File: config.mk
export PLATFORM = sky130hd
export DESIGN_NAME = bin2sc_split
export DESIGN_NICKNAME = d
export VERILOG_FILES = /design/src/rtl/sc_pkg.sv /design/src/rtl/sc_rng.sv /design/src/rtl/bin2sc_split.sv
export SDC_FILE = /design/constraint.sdc
export NUM_CORES = 1
export LEC_CHECK = 0
export CAP_MARGIN = 20
export CORE_MARGIN = 4
export CORE_UTILIZATION = 55
export DETAILED_ROUTE_END_ITERATION = 7
export PLACE_DENSITY = 0.8
export RECOVER_POWER = 25
export SLEW_MARGIN = 10
export SYNTH_ARGS = -nofsm -noshare
export SYNTH_HDL_FRONTEND = slang
export SYNTH_HIERARCHICAL = 1
export SYNTH_SLANG_ARGS = --single-unit
File: constraint.sdc
create_clock -name clk -period 2.9 [get_ports clk]
set_input_delay 0.435 -clock clk [delete_from_list [all_inputs] [get_ports clk]]
set_output_delay 0.435 -clock clk [all_outputs]
set_load 0.01 [all_outputs]
File: src/rtl/sc_pkg.sv
// Shared definitions for the split-unipolar binary-to-stochastic generator.
// Lane-source helpers cover both the bit-reversed counter and the SC_LFSR_EN LFSR.
package sc_pkg;

    typedef enum logic [1:0] {
        S_IDLE   = 2'd0,
        S_CLR    = 2'd1,
        S_STREAM = 2'd2,
        S_DONE   = 2'd3
    } state_e;

    // Reverses the low w bits of v; the result sits in the low w bits.
    function automatic logic [15:0] bitrev(input logic [15:0] v, input int w);
        logic [15:0] r;
        r = {<<{v}};
        return r >> (16 - w);
    endfunction

    // Fibonacci feedback taps (bit n-1 for polynomial term x^n), maximal length.
    function automatic logic [15:0] lfsr_taps(input int w);
        case (w)
            4:       return 16'h000C;
            5:       return 16'h0014;
            6:       return 16'h0030;
            7:       return 16'h0060;
            8:       return 16'h00B8;
            9:       return 16'h0110;
            10:      return 16'h0240;
            11:      return 16'h0500;
            12:      return 16'h0829;
            13:      return 16'h100D;
            14:      return 16'h2015;
            15:      return 16'h6000;
            default: return 16'hD008;
        endcase
    endfunction

    // Two lanes per cycle, so 2^(w-1) cycles visit all 2^w comparator thresholds.
    function automatic int stream_len(input int w);
        return 1 << (w - 1);
    endfunction

endpackage

File: src/rtl/sc_rng.sv
// Random-source pair r0/r1 feeding the lane comparators.
// Default: bit-reversed stream index; with SC_LFSR_EN: a W-bit Fibonacci LFSR.
module sc_rng
    import sc_pkg::*;
#(
    parameter int W    = 8,
    parameter int SEED = 1
) (
    input  logic         clk,
    input  logic         reset,
    input  logic         init_i,
    input  logic         step_i,
    input  logic [W-2:0] k_i,
    output logic [W-1:0] r0_o,
    output logic [W-1:0] r1_o
);

`ifdef SC_LFSR_EN
    localparam logic [W-1:0] TAPS   = W'(lfsr_taps(W));
    localparam logic [W-1:0] SEED_V = (W'(SEED) == '0) ? W'(1) : W'(SEED);

    function automatic logic [W-1:0] adv(input logic [W-1:0] s);
        return {s[W-2:0], ^(s & TAPS)};
    endfunction

    logic [W-1:0] lfsr_q, lfsr_d;
    logic         unused_k;

    // r0/r1 are consumed on the same edge that advances the register by two.
    always_comb begin
        lfsr_d = lfsr_q;
        if (init_i)      lfsr_d = SEED_V;
        else if (step_i) lfsr_d = adv(adv(lfsr_q));
    end

    always_ff @(posedge clk or posedge reset) begin
        if (reset) lfsr_q <= SEED_V;
        else       lfsr_q <= lfsr_d;
    end

    assign r0_o     = lfsr_q;
    assign r1_o     = adv(lfsr_q);
    assign unused_k = ^k_i;
`else
    logic unused_rng;

    // {k,0} and {k,1} over the whole stream enumerate every W-bit threshold once.
    assign r0_o       = W'(bitrev(16'({k_i, 1'b0}), W));
    assign r1_o       = W'(bitrev(16'({k_i, 1'b1}), W));
    assign unused_rng = ^{clk, reset, init_i, step_i, SEED[0]};
`endif

endmodule

File: src/rtl/bin2sc_split.sv
// Signed binary operand -> 2-lane split-unipolar stochastic stream with clear/enable strobes.
// Build option SC_LFSR_EN swaps the bit-reversed counter for an LFSR source.
module bin2sc_split
    import sc_pkg::*;
#(
    parameter int BITWIDTH  = 8,
    parameter int LFSR_SEED = 1
) (
    input  logic              clk,
    input  logic              reset,
    input  logic              start,
    input  logic              abort,
    input  logic [BITWIDTH:0] val_in,
    output logic              busy,
    output logic              done,
    output logic              clr_out,
    output logic              sc_vld,
    output logic [1:0]        sc_pos,
    output logic [1:0]        sc_neg
);

    localparam int KW = BITWIDTH - 1;
    localparam logic [KW-1:0] K_LAST = KW'(stream_len(BITWIDTH) - 1);

    state_e              state_q, state_d;
    logic [KW-1:0]       k_q, k_d;
    logic [BITWIDTH:0]   mag_q, mag_d;
    logic                sign_q, sign_d;
    logic [BITWIDTH-1:0] r0, r1;
    logic [1:0]          bits;
    logic [1:0]          pos_d, neg_d;
    logic                busy_q, done_q, clr_q, vld_q;
    logic [1:0]          pos_q, neg_q;
    logic                rng_init, rng_step;

    always_comb begin
        state_d = state_q;
        k_d     = k_q;
        mag_d   = mag_q;
        sign_d  = sign_q;
        unique case (state_q)
            S_IDLE: if (start) begin
                // -2^BITWIDTH negates to itself, which reads as 2^BITWIDTH unsigned.
                mag_d   = val_in[BITWIDTH] ? -val_in : val_in;
                sign_d  = val_in[BITWIDTH];
                state_d = S_CLR;
            end
            S_CLR: begin
                k_d     = '0;
                state_d = abort ? S_IDLE : S_STREAM;
            end
            S_STREAM: begin
                if (abort)            state_d = S_IDLE;
                else if (k_q == K_LAST) state_d = S_DONE;
                else                  k_d = k_q + KW'(1);
            end
            S_DONE: state_d = S_IDLE;
            default: state_d = S_IDLE;
        endcase
    end

    assign rng_init = (state_q == S_IDLE) && (state_d == S_CLR);
    assign rng_step = (state_d == S_STREAM);

    // Lanes are generated for the upcoming cycle so every output leaves a flop.
    sc_rng #(.W(BITWIDTH), .SEED(LFSR_SEED)) u_rng (
        .clk    (clk),
        .reset  (reset),
        .init_i (rng_init),
        .step_i (rng_step),
        .k_i    (k_d),
        .r0_o   (r0),
        .r1_o   (r1)
    );

    assign bits = {({1'b0, r1} < mag_q), ({1'b0, r0} < mag_q)};

    always_comb begin
        pos_d = '0;
        neg_d = '0;
        if (state_d == S_STREAM) begin
            if (sign_q) neg_d = bits;
            else        pos_d = bits;
        end
    end

    always_ff @(posedge clk or posedge reset) begin
        if (reset) begin
            state_q <= S_IDLE;
            k_q     <= '0;
            mag_q   <= '0;
            sign_q  <= 1'b0;
            busy_q  <= 1'b0;
            done_q  <= 1'b0;
            clr_q   <= 1'b0;
            vld_q   <= 1'b0;
            pos_q   <= '0;
            neg_q   <= '0;
        end else begin
            state_q <= state_d;
            k_q     <= k_d;
            mag_q   <= mag_d;
            sign_q  <= sign_d;
            busy_q  <= (state_d != S_IDLE);
            done_q  <= (state_d == S_DONE);
            clr_q   <= (state_d == S_CLR);
            vld_q   <= (state_d == S_STREAM);
            pos_q   <= pos_d;
            neg_q   <= neg_d;
        end
    end

    assign busy    = busy_q;
    assign done    = done_q;
    assign clr_out = clr_q;
    assign sc_vld  = vld_q;
    assign sc_pos  = pos_q;
    assign sc_neg  = neg_q;

endmodule

* Yosys cells after proc, flatten, opt, wreduce, memory -nomap -nowiden
Cells that the tools add are included.
Widths: inputs -> output; s select.
** Word-level totals
- Bits in registers :: 27
- Bits of input ports :: 13
- Output and inout port bits :: 8
- Word-level logic and storage cells :: 37
** Operators by class
- Add/subtract/negate cells :: 2
- $lt $le $gt $ge :: 2
- Equal/unequal tests :: 7
- Mux-type cells :: 13
- Reduce and logical (&&, ||, !) cells :: 3
** Operators with widths (count)
- $mux 2 :: 8
- $mux 7 :: 2
- $pmux 7 s2 :: 1
- $lt 7x9->1 :: 1
- $lt 8x9->1 :: 1
- $mux 9 :: 1
- $neg 9->9 :: 1
- $eq 2x2->1 const B :: 4
- $pmux 2 s4 :: 1
- $add 7x1->7 const B :: 1
- $eq 7x7->1 const B :: 1
- $eq 2x1->1 const B :: 2
- $logic_not 2->1 :: 1
- $reduce_and 2->1 :: 1
- $reduce_bool 2->1 :: 1

* Logic depth before layout (Yosys ltp)
Gate-level depths: netlist of run 1.
- Word-level depth :: 7
- Gate-level depth with buffers :: 12
- Depth with buffers taken out :: 11

* Hierarchy
The synthesis of run 1 kept the hierarchy.
** Modules (own cells, without submodules)
- bin2sc_split :: times used 1, cells an instance 168, area each 1679.1 um2, sequential area each 675.6 um2
- sc_rng :: times used 1, cells an instance 18, area each 127.6 um2, sequential area each 0.0 um2

* Least setup slack after synthesis of run 1
No wires, ideal clock.
- Path type :: flip-flop to flip-flop
- From :: register state_q[1]
- To :: register neg_q[1], in the netlist sc_neg[1]
- Library setup time :: 86 ps
- Arrival time :: 2454 ps
- Required time :: 2814 ps
- Setup slack :: 360 ps
- Cell stages (with the launch flop) :: 13
- Buffers on the path :: 1
- Period minus slack after synthesis :: 2540 ps
- Path through :: dfrtp_1 inv_1 ha_1 nor2b_4 nor2b_1 nor2_1 a211oi_1 buf_4 ha_1 or3_1 a21oi_1 o32ai_1 nor3_1
** Between the ends
- Longest elaborated chain between the ends :: 5
- Elaborated cells on any way between the ends :: 13
- Classes of those cells :: order compare: 1; eq/ne: 4; mux: 7; reduce/logical: 1
** RTL lines
- start: declaration :: line bin2sc_split.sv:25 : state_e state_q, state_d;
- start signal: assignment :: line bin2sc_split.sv:100 : state_q <= state_d;
- $eq 2x2->1 or $eq 2x1->1 (tied branches) :: line bin2sc_split.sv:41 : unique case (state_q)
- $pmux 7 s2 * :: line bin2sc_split.sv:41
- via k_d[4] :: line bin2sc_split.sv:26 : logic [KW-1:0] k_q, k_d;
- $lt 8x9->1 * :: line bin2sc_split.sv:76 : assign bits = {({1'b0, r1} < mag_q), ({1'b0, r0} < mag_q)};
- $mux 2 * :: line bin2sc_split.sv:82 : if (sign_q) neg_d = bits;
- $mux 2 * :: line bin2sc_split.sv:81 : if (state_d == S_STREAM) begin
- via neg_d[1] :: line bin2sc_split.sv:31 : logic [1:0] pos_d, neg_d;
- end signal: assignment :: line bin2sc_split.sv:109 : neg_q <= neg_d;
- end: declaration :: line bin2sc_split.sv:33 : logic [1:0] pos_q, neg_q;
Mark *: on every way through the listed nets, which the timed path passes. The rest lies on a longest branch.
A chain may end at the register's enable or synchronous reset.

* Worst setup path in the final report of run 1
- From :: register state_q[0]
- To :: register pos_q[1], in the netlist sc_pos[1]
** Between the ends
- Longest elaborated chain between the ends :: 5
- Elaborated cells on any way between the ends :: 13
- Classes of those cells :: order compare: 1; eq/ne: 4; mux: 7; reduce/logical: 1
** RTL lines
- $eq 2x2->1 or $eq 2x1->1 (tied branches) :: line bin2sc_split.sv:41
- $pmux 7 s2 * :: line bin2sc_split.sv:41
- via k_d[4] :: line bin2sc_split.sv:26
- $lt 8x9->1 * :: line bin2sc_split.sv:76
- $mux 2 * :: line bin2sc_split.sv:82
- $mux 2 * :: line bin2sc_split.sv:81
- via pos_d[1] :: line bin2sc_split.sv:31
- end signal: assignment :: line bin2sc_split.sv:108 : pos_q <= pos_d;
- end: declaration :: line bin2sc_split.sv:33
Marked as above.

==> results of run 1 <==
## metal layers
| layer | vias up | track usage | share of wire |
|---|---|---|---|
| met3 | 13 | 0.0120 | 0.028 |
| met4 | 0 | 0.0699 | 0.026 |
| met2 | 30 | 0.331 | 0.53 |
| met1 | 631 | 0.200 | 0.41 |
| li1 | 637 | - | - |
| met5 | - | 0 | 0 |
## cell usage in the layout, fill, tap and decap left out, types with 3 or more instances in the layout
master            n
dfrtp_1          27
ha_1             20
clkdlybuf4s50_1  19
inv_1            14
nand2_1          13
o21ai_0          10
nor2_1            8
xor2_1            8
a21oi_1           6
nor3_1            4
nand2b_1          3
or3_1             3
or4_1             3
nor2b_1           3
a21o_1            3
o21a_1            3
clkbuf_4          3
## area by class of cell
cell class                 count  share of cell area
tap                           44              0.0276
clock buffer                   3              0.0113
inverter                      14              0.0264
timing repair buffer          23               0.110
clock inverter                 1             0.00377
sequential                    27               0.339
multi-input combinational    124               0.482
## what timing repair did
| action | CTS | global route |
|---|---|---|
| gates resized for setup | 1 | 4 |
| endpoints found under the setup margin | 2 | 4 |
| pin swaps | 0 | 1 |
| setup buffers | 0 | 1 |
## final timing paths
path	startpoint	endpoint	slack, ns	cells after the start
min in group asynchronous	reset	mag_q[5]	0.51	2
worst max-delay path	state_q[0]	sc_pos[1]	0.13	11
max in group asynchronous	reset	state_q[0]	1.30	3
worst min-delay path	mag_q[4]	mag_q[4]	0.50	2
worst min register to register	mag_q[4]	mag_q[4]	0.50	2
worst max register to register	state_q[0]	sc_pos[1]	0.13	11
## through the flow
stage	instances	area [sq um]	setup TNS, ns	total power, mW
detailed placement	230	1930	-0.143	1.24
finish	236	1990	0	1.44
global placement	230	1930	-0.0847	1.19
global route	236	1990	-0.0750	1.57
CTS	234	1960	0	1.41
floorplan	184	1800	0	1.08
## worst max-delay path: stages (launching register included)
cell	delay [ns]
dfrtp_1	0.41
inv_1	0.09
ha_1	0.33
nor2b_4	0.15
nor2b_2	0.16
o21a_1	0.11
a211oi_2	0.30
ha_1	0.28
or3_1	0.34
a21oi_1	0.21
o32ai_2	0.15
nor3_1	0.17
## power breakdown
part	total [mW]	switching, mW	internal [mW]	leakage (nW)
logic	0.728	0.407	0.321	0.578
registers	0.547	0.0645	0.482	0.355
clock network	0.168	0.115	0.0529	0.0139
## flip-flops by register name, indices dropped and copies added (netlist names)
signal / cells
sc_vld: 1
k_q: 7
sc_pos: 2
state_q: 2
sign_q: 1
sc_neg: 2
busy: 1
clr_out: 1
mag_q: 9
done: 1
==> metrics.txt, run 1 <==
status=complete, no violations; Final min period=roughly 2.8 ns; GRT Total Usage=0.174; Fillers=250; Final period util=0.955; initial antenna violation count=0; critical path type=register to register; Total Wirelength=3430 um; TritonCTS clock tree=yes; leak pwr=0.947 nW; # DRC=0; Ys Warns=6; CP max FO=3; Critical Path Sink Type=register; via density per instance=5.56; Rows=20; VDD IR max=0.000299 V; Final setup viols=0; Worst-path clk slew=around 0.15 ns; largest net degree at the start of global routing=28; vias in the first global route=1,336; Max-cap violations=0; Slew HR=0.436; startpoint types=register; Fin Hold WS=~0.50 ns; global-route wire length before repair=5830 um; Layout Utilization=0.647; CP required=3.15 ns; nets=226; Worst Path Arrival=3.02 ns; CTS H-tree depth=1; worst slew pin tran=approximately 0.85 ns; IO buf count=20; drt first pass iters=7; clk_lat worst skew=between 0.3 and 0.4 ns; final hold vios=0; Reg area=676 sq um; Final Worst Setup Slack=between 0.1 and 0.15 ns; Clk Tree Root Cell=clkbuf_4; GRT Residual Overflow=0; Clock Sinks=27; DRT iter0 DRCs=52; area of the multi-input gates=roughly 960 sq um; Clock Skew=0.00500 ns; FMAX=0.361 GHz; Setup WS pre-CTS=-0.0909 ns; DP Wirelength=2610 um; share of cells above drive strength 1=0.115; syn avg cell area=between 9 and 10 sq um; Die W=65.2 um; Mapped Cells=184; clk buf depth=2; Die ar.=4250 sq um; Area Overhead vs Synth=10.8%; die span in y=65.2 um; Min-Delay Path Class=register to register; Routed WL per cell=14.5 um; hold buffer count at CTS=0; syn_nets=217; IO Pins=21; Antenna Cells=0; Detail Route Antenna Nets=0; synthesized cell area=~1800 sq um; Final Max Tran Viols=0; Final Wtd Congestion=0.977; CTS Buf Count=3; core area=3080 sq um; Starting Density=0.584; vias post-DR=1,311; pwr dens=725 nW/um^2
(Power assumes the default switching activity.)
==> run 2: changes to the inputs <==
--- a/config.mk
+++ b/config.mk
@@ -11,6 +11,7 @@
 export DETAILED_ROUTE_END_ITERATION = 7
 export PLACE_DENSITY = 0.8
 export RECOVER_POWER = 25
+export SKIP_LAST_GASP = 1
 export SLEW_MARGIN = 10
 export SYNTH_ARGS = -nofsm -noshare
 export SYNTH_HDL_FRONTEND = slang
==> results of run 2 <==
Same layout as run 1: the final DEF is identical, and so are final timing and power.
==> run 3: changes to the inputs <==
--- a/config.mk
+++ b/config.mk
@@ -6,6 +6,7 @@
 export NUM_CORES = 1
 export LEC_CHECK = 0
 export CAP_MARGIN = 20
+export CORE_ASPECT_RATIO = 0.75
 export CORE_MARGIN = 4
 export CORE_UTILIZATION = 55
 export DETAILED_ROUTE_END_ITERATION = 7
==> metrics.txt, run 3 (synthesis results as in run 1) <==
r2r endpoint=sc_pos[1] (unchanged); leading cell types in the layout, fill and taps excluded=27 x dfrtp_1, 20 x ha_1, 19 x clkdlybuf4s50_1 (unchanged); Die W=74.0 um (was 65.2 um); Final Wtd Congestion=0.899 (was 0.977); CTS H-tree depth=1 (unchanged); Critical Path Sink Type=register (unchanged); via density per instance=5.73 (was 5.56); fin cells=229 (was 236); Clock Skew=0.00364 ns (was 0.00500 ns); Total Wirelength=3560 um (was 3430 um); drt first pass iters=4 (was 7); initial antenna violation count=0 (unchanged); largest net degree at the start of global routing=20 (was 28); CP required=3.10 ns (was 3.15 ns); FF-to-FF setup slack=0.13 ns (about the same); GRT Residual Overflow=0 (unchanged); Layout Utilization=0.662 (was 0.647); VDD IR max=0.000441 V (was 0.000299 V); Rows=17 (was 20); Min-Delay Path Class=register to register (unchanged); FMAX=0.361 GHz (about the same); Max-cap violations=0 (unchanged); worst r2r path cells=11 (unchanged); DP Wirelength=2810 um (was 2610 um); leak pwr=0.957 nW (was 0.947 nW); Worst Path Arrival=2.97 ns (was 3.02 ns); fin area=2010 sq um (was 1990 sq um); clk buf depth=2 (unchanged); clk_lat worst skew=0.28 ns (was 0.33 ns); Antenna Cells=0 (unchanged); Die ar.=4260 sq um (was 4250 sq um); Clock Sinks=27 (unchanged); Area Overhead vs Synth=12.0% (was 10.8%); Final period util=0.954 (was 0.955); Worst-path clk slew=0.10 ns (was 0.15 ns); placed insts=225 (was 230); hold depth=2 (unchanged); Detail Route Antenna Nets=0 (unchanged); TritonCTS clock tree=yes (unchanged); worst slew pin tran=0.792 ns (was 0.846 ns); Top Registers=mag_q: 9 flops, k_q: 7 flops (unchanged); GRT Total Usage=0.181 (was 0.174); Starting Density=0.591 (was 0.584); Top reg by flops=mag_q (unchanged); core area=3040 sq um (was 3080 sq um); Slew HR=0.472 (was 0.436); Fin Hold WS=0.500 ns (was 0.502 ns); CTS Buf Count=3 (unchanged); # DRC=0 (unchanged); Routed WL per cell=15.5 um (was 14.5 um); r2r startpoint=state_q[1] (was state_q[0]); status=complete, no violations (unchanged); commonest non-fill, non-tap cell in the layout=dfrtp_1 (unchanged); DRT iter0 DRCs=54 (was 52); CP max FO=4 (was 3); startpoint types=register (unchanged); Clk Tree Root Cell=clkbuf_8 (was clkbuf_4); global-route wire length before repair=5970 um (was 5830 um); post-CTS setup buffers=0 (unchanged); IO Pins=21 (unchanged); Design Power=1.54 mW (was 1.44 mW); setup TNS=0 ns (unchanged); pwr dens=763 nW/um^2 (was 725 nW/um^2); IO buf count=20 (unchanged); Final Max Tran Viols=0 (unchanged); HP Start=mag_q[2] (was mag_q[4]); Placed Area=1930 sq um (unchanged); nets=225 (was 226); vias post-DR=1,313 (was 1,311); Largest register FFs=9 (unchanged); Hold Path End=mag_q[2] (was mag_q[4]); die span in y=57.5 um (was 65.2 um); critical path type=register to register (unchanged); Final setup viols=0 (unchanged); final hold vios=0 (unchanged); Final min period=2.77 ns (about the same); Final Worst Setup Slack=0.132 ns (about the same); Setup WS pre-CTS=-0.0518 ns (was -0.0909 ns); share of cells above drive strength 1=0.126 (was 0.115); vias in the first global route=1,274 (was 1,336)
[run 3: cell count changes in the layout (fill, tap and decap cells not counted), sizes merged]
cell,change
buf,-1
inv,+1
clkinvlp,-1
[run 3: what timing repair did]
action / 4_1_cts / 5_1_grt
gates resized for setup: 0 / 8
hold buffers: 0 / 0
setup endpoints to repair: 0 / 4
[run 3: worst max path at each step]
stage                     startpoint        end  depth (start not counted)
final                     state_q[1]  sc_pos[1]                         11
after global routing      state_q[1]  sc_neg[0]                         11
after CTS                 state_q[1]  sc_pos[1]                         11
after detailed placement       abort  sc_pos[1]                         10
after global placement         abort  sc_pos[1]                         10
after floorplan           state_q[1]  sc_neg[1]                         12
[run 3: power breakdown]
part	switching (mW)	leakage, nW	total [mW]	internal (mW)
sequential	0.0669	0.355	0.550	0.483
combinational	0.431	0.575	0.761	0.330
clock	0.124	0.0261	0.225	0.101
[run 3: metal layers]
metal	global-route usage	vias up	share of wire
met1	0.251	638	0.46
met3	0.0581	8	0.042
met2	0.280	30	0.48
met5	0	-	0
met4	0.0310	0	0.019
li1	-	637	-
[run 3: critical path, stage by stage, from the launching register on]
cell      delay (ns)
dfrtp_1         0.41
inv_1           0.10
ha_1            0.33
nor2b_4         0.18
nor2b_2         0.19
o21a_1          0.16
a211oi_2        0.09
ha_1            0.21
or4_1           0.52
a21oi_1         0.21
o32ai_2         0.12
nor3_1          0.15
[run 3: cell type report]
cell class / count / area [sq um]
inverters: 14 / 52.6
clock buffers: 3 / 41.3
clock inverters: 1 / 8.76
flip-flops and latches: 27 / 676
fillers: 225 / 1030
well taps: 38 / 47.5
repair buffers: 22 / 211
multi-input cells: 124 / 976
